`src/rtl/prog_loader.sv`:
```
// Boot loader: receives a length-prefixed, XOR-checksummed byte stream, writes big-endian
// 32-bit words to instruction memory and releases the core once the image is verified.
module prog_loader #(
    parameter int ADDR_W = 10,
    parameter int DATA_W = 32
) (
    input  logic              clk,
    input  logic              rst,
    input  logic              start,
    input  logic              in_valid,
    input  logic [7:0]        in_data,
    output logic              in_ready,
    output logic              im_we,
    output logic [ADDR_W-1:0] im_addr,
    output logic [DATA_W-1:0] im_wdata,
    output logic              core_hold,
    output logic              busy,
    output logic              done,
    output logic              err,
    output logic [ADDR_W:0]   words_loaded,
    output logic [2:0]        dbg_state
);

    typedef enum logic [2:0] {
        S_IDLE   = 3'd0,
        S_LEN_HI = 3'd1,
        S_LEN_LO = 3'd2,
        S_DATA   = 3'd3,
        S_CHK    = 3'd4,
        S_DONE   = 3'd5,
        S_ERR    = 3'd6
    } state_t;

    localparam int CNT_W = 17;
    localparam logic [CNT_W-1:0] MAX_WORDS = CNT_W'(1) << ADDR_W;

    state_t              state_q, state_d;
    logic [15:0]         len_q, len_d;
    logic [7:0]          csum_q, csum_d;
    logic [1:0]          byte_idx_q, byte_idx_d;
    logic [23:0]         shift_q, shift_d;
    logic [ADDR_W:0]     words_q, words_d;
    logic                im_we_q, im_we_d;
    logic [ADDR_W-1:0]   im_addr_q, im_addr_d;
    logic [DATA_W-1:0]   im_wdata_q, im_wdata_d;
    logic                hold_q, hold_d;
    logic                done_q, done_d;
    logic                err_q, err_d;
    logic                xfer;
    logic [CNT_W-1:0]    len_next;

    // Handshake: a byte moves on a rising edge where in_valid and in_ready are both high.
    // in_ready depends on state only; the sender may hold or drop in_valid freely.
    assign in_ready = (state_q == S_LEN_HI) || (state_q == S_LEN_LO) ||
                      (state_q == S_DATA)   || (state_q == S_CHK);
    assign busy     = in_ready;
    assign xfer     = in_valid & in_ready;
    assign len_next = {1'b0, len_q[15:8], in_data};

    always_comb begin
        state_d    = state_q;
        len_d      = len_q;
        csum_d     = csum_q;
        byte_idx_d = byte_idx_q;
        shift_d    = shift_q;
        words_d    = words_q;
        im_we_d    = 1'b0;
        im_addr_d  = im_addr_q;
        im_wdata_d = im_wdata_q;
        hold_d     = hold_q;
        done_d     = done_q;
        err_d      = err_q;
        case (state_q)
            S_IDLE, S_DONE, S_ERR: begin
                if (start) begin
                    state_d    = S_LEN_HI;
                    csum_d     = 8'd0;
                    words_d    = '0;
                    byte_idx_d = 2'd0;
                    done_d     = 1'b0;
                    err_d      = 1'b0;
                    hold_d     = 1'b1;
                end
            end
            S_LEN_HI: begin
                if (xfer) begin
                    len_d[15:8] = in_data;
                    csum_d      = csum_q ^ in_data;
                    state_d     = S_LEN_LO;
                end
            end
            S_LEN_LO: begin
                if (xfer) begin
                    len_d      = {len_q[15:8], in_data};
                    csum_d     = csum_q ^ in_data;
                    byte_idx_d = 2'd0;
                    if (len_next > MAX_WORDS) begin
                        state_d = S_ERR;
                        err_d   = 1'b1;
                    end else if (len_next == '0) begin
                        state_d = S_CHK;
                    end else begin
                        state_d = S_DATA;
                    end
                end
            end
            S_DATA: begin
                if (xfer) begin
                    csum_d     = csum_q ^ in_data;
                    shift_d    = {shift_q[15:0], in_data};
                    byte_idx_d = byte_idx_q + 2'd1;
                    // Word completes: write lands next cycle at the pre-increment count.
                    if (byte_idx_q == 2'd3) begin
                        im_we_d    = 1'b1;
                        im_addr_d  = words_q[ADDR_W-1:0];
                        im_wdata_d = {shift_q, in_data};
                        words_d    = words_q + 1'b1;
                        if ((CNT_W'(words_q) + CNT_W'(1)) == {1'b0, len_q})
                            state_d = S_CHK;
                    end
                end
            end
            S_CHK: begin
                if (xfer) begin
                    if (in_data == csum_q) begin
                        state_d = S_DONE;
                        done_d  = 1'b1;
                        hold_d  = 1'b0;
                    end else begin
                        state_d = S_ERR;
                        err_d   = 1'b1;
                    end
                end
            end
            default: state_d = S_IDLE;
        endcase
    end

    always_ff @(posedge clk or negedge rst) begin
        if (!rst) begin
            state_q    <= S_IDLE;
            len_q      <= 16'd0;
            csum_q     <= 8'd0;
            byte_idx_q <= 2'd0;
            shift_q    <= 24'd0;
            words_q    <= '0;
            im_we_q    <= 1'b0;
            im_addr_q  <= '0;
            im_wdata_q <= '0;
            hold_q     <= 1'b1;
            done_q     <= 1'b0;
            err_q      <= 1'b0;
        end else begin
            state_q    <= state_d;
            len_q      <= len_d;
            csum_q     <= csum_d;
            byte_idx_q <= byte_idx_d;
            shift_q    <= shift_d;
            words_q    <= words_d;
            im_we_q    <= im_we_d;
            im_addr_q  <= im_addr_d;
            im_wdata_q <= im_wdata_d;
            hold_q     <= hold_d;
            done_q     <= done_d;
            err_q      <= err_d;
        end
    end

    assign im_we        = im_we_q;
    assign im_addr      = im_addr_q;
    assign im_wdata     = im_wdata_q;
    assign core_hold    = hold_q;
    assign done         = done_q;
    assign err          = err_q;
    assign words_loaded = words_q;
    assign dbg_state    = state_q;

endmodule

```
`config.mk`:
```
export PLATFORM = sky130hd
export DESIGN_NAME = prog_loader
export DESIGN_NICKNAME = d
export VERILOG_FILES = /design/src/rtl/prog_loader.sv
export SDC_FILE = /design/constraint.sdc
export NUM_CORES = 1
export LEC_CHECK = 0
export BUFFER_PORTS_ARGS = -buffer_cell sky130_fd_sc_hd__clkbuf_2
export CAP_MARGIN = 20
export CORE_ASPECT_RATIO = 1.5
export CORE_UTILIZATION = 45
export CTS_CLUSTER_DIAMETER = 100
export DETAILED_ROUTE_END_ITERATION = 10
export GPL_ROUTABILITY_DRIVEN = 1
export HOLD_SLACK_MARGIN = 0.02
export PLACE_DENSITY_LB_ADDON = 0.08
export SLEW_MARGIN = 20
export SYNTH_ARGS = -nofsm -noshare
export SYNTH_HDL_FRONTEND = slang
export SYNTH_SLANG_ARGS = --single-unit
```
`constraint.sdc`:
```
create_clock -name clk -period 4.26 [get_ports clk]
set_clock_uncertainty 0.2 [all_clocks]
set_input_delay 0 -clock clk [delete_from_list [all_inputs] [get_ports clk]]
set_output_delay 0 -clock clk [all_outputs]
set_load 0.005 [all_outputs]
```
==> results.ini <==
[outcome]
outcome=finished, final reports clean

[timing]
setup_viol=0
layout_min_cycle_time_ns=3.12
report.final.slew_viol_count=0
hold_ws_ns=0.0681
clock.fmax_ghz=0.320
hold_viol_final=0
final.period_utilization=0.733
final_critical_path_setup_slack_ns=1.14
worstMarginPinSlew_ns=1.04
relSlewSlack=0.306
grt_setup_unrepaired=false
timing.setup.tns_ns=0

[synthesis]
net_count_after_synthesis=592
synthTopCellsByCount=sky130_fd_sc_hd__nand2_1 (224), sky130_fd_sc_hd__dfrtp_1 (109), sky130_fd_sc_hd__o21ai_0 (41)
synth-main-ff-cell=sky130_fd_sc_hd__dfrtp_1
area_of_the_mapped_netlist_sq_um=5240
syn_avg_cell_area_sq_um=9.06
yosys-top-cells-area=sky130_fd_sc_hd__dfrtp_1 (52%), sky130_fd_sc_hd__nand2_1 (16%), sky130_fd_sc_hd__o21ai_0 (3.9%)
synth.yosys.seq_area_share=0.526
flops_latches_synth=110
postSynth.asyncResetShare=1.00
yosysTopAreaCell=sky130_fd_sc_hd__dfrtp_1
synth.most_common_cell=sky130_fd_sc_hd__nand2_1
syn-instance-count=578
post_synth_num_cell_types=55
yosys_warnings=0
synth-edff-count=0
yosys.area.top_type_share=0.521

[power]
totalPowerFinal_uw=3640
cellPowerDensity_nw_per_um2=606
power_leakage_uw=0.00310
ir_worst_vdd_uv=366

[critical_path]
crit_path_max_fanout=55
crit_arrival_ns=3.18
worstSetupEndpointType=register
cp_slowest_stage_delay_ns=0.74
regToRegSetupSlack_ns=1.14
setup.worst_path.class=reg2reg
cp.required_ns=4.31
reg2reg_depth=8
crit_path_top_delay_cell=sky130_fd_sc_hd__inv_2
worstPathCellList=nor2b_4 > and3_1 > buf_4 > nand2_4 > inv_2 > and2_1 > o21ai_0 > o31ai_1
start_kind=register

[clock_network]
post-cts-setup-buffer-count=0
cts_root_buffer=sky130_fd_sc_hd__clkbuf_16
numCtsBuffers=9
tritoncts_num_sinks=110
post_cts_resized=0
clk_latency_ns=0.36
htree_levels=3
hold_buffers=10
clkTransAtPathRegs_ns=0.07
cts_tree=yes
max-clock-path-buffers=2

[drt]
antenna_left=0
vias=4084
post-route-drc-count=0
wl_per_cell_um=15.2
first_iter_violations=208
via_per_inst=5.19
firstDrtPassIters=5
totalWireLength_mm=12.0

[floorplanning]
full_die_area_sq_um=12100
start_util=0.469
number_of_placed_i_o_pins=74
fp.coreArea_sq_um=11200
num_rows=47
floorplan.die.width_um=90.1
dieHeight_um=134

[final_layout]
final_layout_size_suffix_gt1_frac=0.194
area_growth_pct=14.9
diodes=0
finish.net_count=649
end_of_flow_core_utilization=0.539

[place]
io_buffer_count=73
dpl.hpwl_mm=8.07
dpl_worst_slack_ns=1.11
routabilityCongestion=0.906

[global_route]
antenna_found_initial=0
grt_start_max_net_pins=75
gr-usage-all-layers=0.211
global_route.overflow_total=0
grt_pass1_vias=4034
grt_first_pass_wirelength_mm=20.3

[job]
timing.max_cap.violations=0

[min_path]
timing.hold.worst_path_depth=5
min_path_type=in2reg

## cell families after synthesis
| family | after synthesis | synth area share |
|---|---|---|
| and+or+nand+nor | 300 | 0.254 |
| DFF | 110 | 0.526 |
| AOI/OAI and AO/OA | 78 | 0.0922 |
| buffers and inverters | 45 | 0.0430 |
| xor gates and xnor gates | 24 | 0.0401 |
| muxes | 19 | 0.0401 |
| adders and majority gates | 2 | 0.00478 |
## state kept, by name, summed over array words and instances (netlist names), 2 cells and up
register,cells
csum_q,8
len_q,16
im_addr,10
dbg_state,3
words_loaded,11
byte_idx_q,2
im_wdata,32
shift_q,24
## power by group
group / switching [uW] / leakage [uW] / total (uW) / internal [uW]
clock network: 397 / 0.000153 / 891 / 494
registers: 294 / 0.00145 / 1670 / 1380
logic: 593 / 0.00150 / 1080 / 488
## cells in the final DEF, fill, tap and decap left out, types with 3 or more instances in the layout
cell type	count
sky130_fd_sc_hd__xnor2_1	10
sky130_fd_sc_hd__nor4_1	3
sky130_fd_sc_hd__buf_4	3
sky130_fd_sc_hd__o31ai_1	4
sky130_fd_sc_hd__a21oi_1	10
sky130_fd_sc_hd__dlygate4sd3_1	10
sky130_fd_sc_hd__clkbuf_16	9
sky130_fd_sc_hd__and3_1	6
sky130_fd_sc_hd__clkbuf_2	72
sky130_fd_sc_hd__nor2b_1	4
sky130_fd_sc_hd__mux2_2	16
sky130_fd_sc_hd__nand2_1	224
sky130_fd_sc_hd__xor2_1	14
sky130_fd_sc_hd__nand3_1	12
sky130_fd_sc_hd__mux2i_1	3
sky130_fd_sc_hd__o21ai_0	41
sky130_fd_sc_hd__inv_1	5
sky130_fd_sc_hd__dfrtp_1	109
sky130_fd_sc_hd__nor4_2	3
sky130_fd_sc_hd__nand2b_1	8
sky130_fd_sc_hd__nor2_1	18
sky130_fd_sc_hd__nor3_1	4
## layer usage
layer	up-vias	global-route usage	part of all wire
li1	2011	-	-
met1	1961	0.267	0.44
met2	90	0.362	0.51
met3	22	0.0368	0.032
met4	0	0.0789	0.018
met5	-	0	0
## stage by stage
step | instances | instance area, sq um
finish | 787 | 6020
global route | 787 | 6020
CTS | 787 | 6020
detailed placement | 761 | 5600
global placement | 761 | 5600
floorplan | 578 | 5240
## critical path, delay by kind of cell (launching register included)
kind	cells	cell delay, ns
buf+inv	2	1.03
simple gates	4	1.00
flops	1	0.57
compound gates	2	0.17
## worst paths after layout
kind,start,endpoint
min,in_valid,err
max,dbg_state[2],words_loaded[9]
max reg2reg,dbg_state[2],words_loaded[9]
min in group asynchronous,rst,im_addr[3]
min reg2reg,shift_q[23],im_wdata[31]
max in group asynchronous,rst,shift_q[23]
## cell type report
class	count	area [sq um]
clock buffers	11	253
clock inverters	5	63.8
fillers	1058	5160
inverters	6	22.5
multi-input cells	423	2260
flip-flops and latches	110	2750
well taps	147	184
repair buffers	85	483
No activity file was read; power rests on OpenSTA's default activity.
